<file path="src/rtl/comma_aligner.sv">
// Serial-to-10b comma aligner: finds the K28.5 boundary in a bit stream,
// qualifies lock over several aligned commas and emits aligned code groups.
module comma_aligner #(
    parameter int LOCK_CNT       = 3,
    parameter int UNLOCK_CNT     = 2,
    parameter int SEARCH_TIMEOUT = 16
) (
    input  logic       i_Rclk,
    input  logic       i_rst_n,
    input  logic       i_bit,
    input  logic       i_bit_valid,
    output logic [9:0] o_word,
    output logic       o_word_valid,
    output logic       o_is_comma,
    output logic       o_locked,
    output logic       o_align_err
);
    localparam int CW = $clog2(LOCK_CNT + 1);
    localparam int TW = $clog2(SEARCH_TIMEOUT + 1);
    localparam int MW = $clog2(UNLOCK_CNT + 1);
    localparam logic [CW-1:0] LOCK_MAX  = CW'(LOCK_CNT);
    localparam logic [TW-1:0] TMO_MAX   = TW'(SEARCH_TIMEOUT);
    localparam logic [MW-1:0] UNLK_MAX  = MW'(UNLOCK_CNT);

    typedef enum logic [1:0] {UNLOCKED, LOCKING, LOCKED} state_t;

    state_t        state, state_nxt;
    logic [9:0]    window, window_nxt, win_shift;
    logic [3:0]    bit_cnt, bit_cnt_nxt;
    logic [CW-1:0] comma_cnt, comma_cnt_nxt;
    logic [TW-1:0] tmo_cnt, tmo_cnt_nxt;
    logic [MW-1:0] mis_cnt, mis_cnt_nxt;
    logic [9:0]    word_nxt;
    logic          vld_nxt, is_comma_nxt, err_nxt;
    logic          comma, boundary;

    assign win_shift = {i_bit, window[9:1]};
    assign comma     = (win_shift == 10'h17C) || (win_shift == 10'h283);
    assign boundary  = (bit_cnt == 4'd9);

    always_comb begin
        state_nxt     = state;
        window_nxt    = window;
        bit_cnt_nxt   = bit_cnt;
        comma_cnt_nxt = comma_cnt;
        tmo_cnt_nxt   = tmo_cnt;
        mis_cnt_nxt   = mis_cnt;
        word_nxt      = o_word;
        is_comma_nxt  = o_is_comma;
        vld_nxt       = 1'b0;
        err_nxt       = 1'b0;
        if (i_bit_valid) begin
            window_nxt  = win_shift;
            bit_cnt_nxt = boundary ? 4'd0 : bit_cnt + 4'd1;
            case (state)
                UNLOCKED: begin
                    if (comma) begin
                        bit_cnt_nxt   = 4'd0;
                        comma_cnt_nxt = CW'(1);
                        tmo_cnt_nxt   = '0;
                        state_nxt     = LOCKING;
                    end
                end
                LOCKING: begin
                    if (boundary) begin
                        if (comma) begin
                            tmo_cnt_nxt = '0;
                            if (comma_cnt + CW'(1) >= LOCK_MAX) begin
                                // The comma that completes lock is emitted as a word.
                                comma_cnt_nxt = LOCK_MAX;
                                mis_cnt_nxt   = '0;
                                state_nxt     = LOCKED;
                                word_nxt      = win_shift;
                                is_comma_nxt  = 1'b1;
                                vld_nxt       = 1'b1;
                            end else begin
                                comma_cnt_nxt = comma_cnt + CW'(1);
                            end
                        end else if (tmo_cnt + TW'(1) >= TMO_MAX) begin
                            tmo_cnt_nxt   = '0;
                            comma_cnt_nxt = '0;
                            state_nxt     = UNLOCKED;
                        end else begin
                            tmo_cnt_nxt = tmo_cnt + TW'(1);
                        end
                    end else if (comma) begin
                        bit_cnt_nxt   = 4'd0;
                        comma_cnt_nxt = CW'(1);
                        tmo_cnt_nxt   = '0;
                    end
                end
                LOCKED: begin
                    if (boundary) begin
                        word_nxt     = win_shift;
                        is_comma_nxt = comma;
                        vld_nxt      = 1'b1;
                        if (comma) mis_cnt_nxt = '0;
                    end else if (comma) begin
                        // Off-boundary comma: flag it but keep the current boundary.
                        err_nxt = 1'b1;
                        if (mis_cnt + MW'(1) >= UNLK_MAX) begin
                            state_nxt     = UNLOCKED;
                            bit_cnt_nxt   = 4'd0;
                            comma_cnt_nxt = '0;
                            tmo_cnt_nxt   = '0;
                            mis_cnt_nxt   = '0;
                        end else begin
                            mis_cnt_nxt = mis_cnt + MW'(1);
                        end
                    end
                end
                default: state_nxt = UNLOCKED;
            endcase
        end
    end

    always_ff @(posedge i_Rclk) begin
        if (!i_rst_n) begin
            state        <= UNLOCKED;
            window       <= '0;
            bit_cnt      <= '0;
            comma_cnt    <= '0;
            tmo_cnt      <= '0;
            mis_cnt      <= '0;
            o_word       <= '0;
            o_word_valid <= 1'b0;
            o_is_comma   <= 1'b0;
            o_align_err  <= 1'b0;
        end else begin
            state        <= state_nxt;
            window       <= window_nxt;
            bit_cnt      <= bit_cnt_nxt;
            comma_cnt    <= comma_cnt_nxt;
            tmo_cnt      <= tmo_cnt_nxt;
            mis_cnt      <= mis_cnt_nxt;
            o_word       <= word_nxt;
            o_word_valid <= vld_nxt;
            o_is_comma   <= is_comma_nxt;
            o_align_err  <= err_nxt;
        end
    end

    assign o_locked = (state == LOCKED);
endmodule

</file>
<file path="config.mk">
export PLATFORM = sky130hd
export DESIGN_NAME = comma_aligner
export DESIGN_NICKNAME = d
export VERILOG_FILES = /design/src/rtl/comma_aligner.sv
export SDC_FILE = /design/constraint.sdc
export NUM_CORES = 1
export LEC_CHECK = 0
export CORE_ASPECT_RATIO = 0.6
export CORE_UTILIZATION = 40
export DETAILED_ROUTE_END_ITERATION = 10
export PLACE_DENSITY_LB_ADDON = 0.05
export SLEW_MARGIN = 20
export SYNTH_ARGS = -nofsm -noshare
export SYNTH_HDL_FRONTEND = slang
export SYNTH_SLANG_ARGS = --single-unit
</file>
<file path="constraint.sdc">
create_clock -name i_Rclk -period 2.5 [get_ports i_Rclk]
set_input_delay 0.25 -clock i_Rclk [delete_from_list [all_inputs] [get_ports i_Rclk]]
set_output_delay 0.25 -clock i_Rclk [all_outputs]
set_load 0.01 [all_outputs]
</file>
==> results.sh <==
export IMPL_crit_start="state[0]"
export IMPL_timing_hold_violations_final=0
export IMPL_synth_net_count=217
export IMPL_cts_h_tree_lvls=2
export IMPL_critical_path_arrival_ps=1790
export IMPL_result_of_the_run="complete, no violations"
export IMPL_final_common_cell="dfxtp_1"
export IMPL_routabilityCongestion=0.855
export IMPL_final_setup_viol_count=0
export IMPL_kind_of_cell_adding_the_most_delay_to_the_critical_path="buffers and inverters"
export IMPL_grt_setup_unrepaired="false"
export IMPL_insertion_delay_ps=290
export IMPL_synthArstFlopShare=0
export IMPL_syn_inst=204
export IMPL_hpwlAfterDp_um=2790
export IMPL_number_of_detailed_route_iterations_in_the_first_pass=4
export IMPL_finClkSkew_ps=8.62
export IMPL_cts_inserted_buffers=5
export IMPL_num_vias=1495
export IMPL_ys_dominant_reg_cell="dfxtp_1"
export IMPL_worstReg2RegEnd="tmo_cnt[2]"
export IMPL_ratio_of_final_minimum_period_to_clock_period=0.818
export IMPL_drive_gt1_frac=0.111
export IMPL_most_common_layout_cells="37 x dfxtp_1, 28 x nor2_1, 20 x mux2i_1"
export IMPL_grt_max_degree=24
export IMPL_post_cts_resized_instances=0
export IMPL_detailedRoute_firstIterationViolations=100
export IMPL_avgViaCountPerCell=5.25
export IMPL_cts_hold_buffers_added=0
export IMPL_place_ws_ps=237
export IMPL_critical_path_reg2reg_startpoint="bit_cnt[0]"
export IMPL_critPathCaptureType="primary output"
export IMPL_finalSetupTns_ps=0
export IMPL_io_pins=18
export IMPL_post_place_cells=277
export IMPL_die_outline_area_um2=4960
export IMPL_worst_endpoint_required_ps=2250
export IMPL_post_cts_repair_setup_buffers=0
export IMPL_setup_worst_path_start_class="flip-flop"
export IMPL_effective_utilization_at_floorplan=0.437
export IMPL_row_count=18
export IMPL_coreArea_um2=4280
export IMPL_yosysWarningCount=0
export IMPL_finalWorstSetupSlack_ps=456
export IMPL_delay_of_the_slowest_critical_path_stage_ps=630
export IMPL_io_buffer_count=17
export IMPL_die_y_um=54.9
export IMPL_crit_path_cell_trace="inv_1, ha_1, clkdlybuf4s50_1"
export IMPL_synth_enable_flop_cells=0
export IMPL_stdcell_count=285
export IMPL_timing_critical_path_buf_inv=2
export IMPL_postSynthRegisterBits=37
export IMPL_syn_cell_area_um2=1870
export IMPL_area_growth_pct=17.8
export IMPL_crit_path_top_delay_cell="clkdlybuf4s50_1"
export IMPL_first_global_vias=1362
export IMPL_first_pass_grt_wire_length_um=6650
export IMPL_design_final_nets=237
export IMPL_antenna_diode_count=0
export IMPL_cts_tree="done"
export IMPL_worst_slew_margin_rel=0.700
export IMPL_drc_viols=0
export IMPL_total_leakage_power_nw=0.825
export IMPL_ir_drop_worst_case_vdd_mv=0.309
export IMPL_timing_fmax_ghz=0.489
export IMPL_max_clock_path_buffers=2
export IMPL_synth_seq_area_share=0.397
export IMPL_grt_util_all_layers=0.177
export IMPL_tightest_slew_ps=450
export IMPL_cellPowerDensity_nw_per_um2=485
export IMPL_clk_pin_slew_worst_paths_ps=80
export IMPL_initial_antenna_violation_count=0
export IMPL_ant_nets=0
export IMPL_max_cap_violations=0
export IMPL_critical_path_depth=3
export IMPL_die_width_um=90.2
export IMPL_cts_sinks=37
export IMPL_timing_reg2reg_worst_path_depth=7
export IMPL_final_max_slew_violation_count=0
export IMPL_r2r_slack_ps=490
export IMPL_yosysUniqueCellTypes=47
export IMPL_min_path_type="reg2reg"
export IMPL_crit_path_end="o_locked"
export IMPL_timing_worst_setup_path_type="reg2out"
export IMPL_wire_per_inst_um=13.5
export IMPL_global_route_overflow_total=0
export IMPL_syn_mean_instance_area_um2=9.16
export IMPL_critical_path_peak_fanout=13
export IMPL_period_needed_ps=2040
export IMPL_clock_tree_root_cell="clkbuf_8"
export IMPL_totalPowerFinal_w=0.00107
export IMPL_wirelength_routed_um=3860
[logic make-up after synthesis]
| logic type | share of synthesized area |
|---|---|
| mux | 0.113 |
| flops | 0.397 |
| fa+ha+maj | 0.0603 |
| xor+xnor | 0.00469 |
| simple gates | 0.265 |
| buf+inv | 0.0402 |
| compound gates | 0.120 |
[how the worst min path moves through the flow]
stage	startpoint	to	slack, ps	cells after the start
floorplan	i_bit	o_word[9]	400	2
global placement	tmo_cnt[4]	tmo_cnt[4]	440	2
detailed placement	tmo_cnt[4]	tmo_cnt[4]	440	2
CTS	tmo_cnt[4]	tmo_cnt[4]	450	2
global route	tmo_cnt[4]	tmo_cnt[4]	480	2
finish	tmo_cnt[4]	tmo_cnt[4]	450	2
[layer usage]
| metal | part of all wire | GRT usage | vias to the layer above |
|---|---|---|---|
| met5 | 0 | 0 | - |
| met3 | 0.033 | 0.0451 | 4 |
| met2 | 0.38 | 0.254 | 27 |
| met1 | 0.58 | 0.254 | 698 |
| met4 | 0.011 | 0.0726 | 0 |
| li1 | - | - | 766 |
[power by group]
group          switching [W]  internal, W
clock               0.000228     0.000196
sequential        0.00000593     0.000593
combinational      0.0000257    0.0000201
total               0.000259     0.000809
[worst reg2reg max path, cell delays in order, from the launching register on]
cell      delay [ps]
dfxtp_1          410
ha_1             240
and3b_2          270
nand2_1           90
or3_4            370
nor3_4           200
a21oi_1          100
a311oi_1         230
[final cells by class]
type	count	area (um^2)
clock buffers	5	68.8
multi-input cells	149	1050
fillers	415	2080
inverters	9	33.8
clock inverters	3	22.5
flip-flops and latches	37	741
well taps	60	75.1
repair buffers	22	208
[sequential cells by signal (all words and copies together), names as in the netlist]
| signal | count |
|---|---|
| mis_cnt | 2 |
| tmo_cnt | 5 |
| o_word | 10 |
| o_word_valid | 1 |
| o_is_comma | 1 |
| o_align_err | 1 |
| window | 9 |
| state | 2 |
| bit_cnt | 4 |
| comma_cnt | 2 |
[synth_stat cells (2+ instances only)]
master | instances | area, um^2
nand3_1 | 10 | 50.1
nand2_1 | 14 | 52.6
nor3_1 | 3 | 15.0
nand2b_1 | 7 | 43.8
dfxtp_1 | 37 | 741
a21oi_1 | 11 | 55.1
nor2b_1 | 2 | 12.5
o21ai_0 | 6 | 30.0
o211ai_1 | 2 | 15.0
o21bai_1 | 2 | 15.0
nor2_1 | 28 | 105
a22oi_1 | 2 | 15.0
nand4_1 | 2 | 12.5
mux2i_1 | 20 | 200
ha_1 | 9 | 113
nand4b_2 | 2 | 30.0
inv_1 | 9 | 33.8
a31oi_1 | 2 | 12.5
clkbuf_1 | 7 | 26.3
nand4b_1 | 2 | 17.5
[per-stage QoR]
step	area (um^2)	hold WS (ps)	util
floorplan	1870	397	-
CTS	2200	454	0.514
detailed placement	2110	439	0.493
global route	2200	483	0.514
global placement	2110	437	0.493
finish	2200	453	0.514
Power figures use the tool's default switching activity.
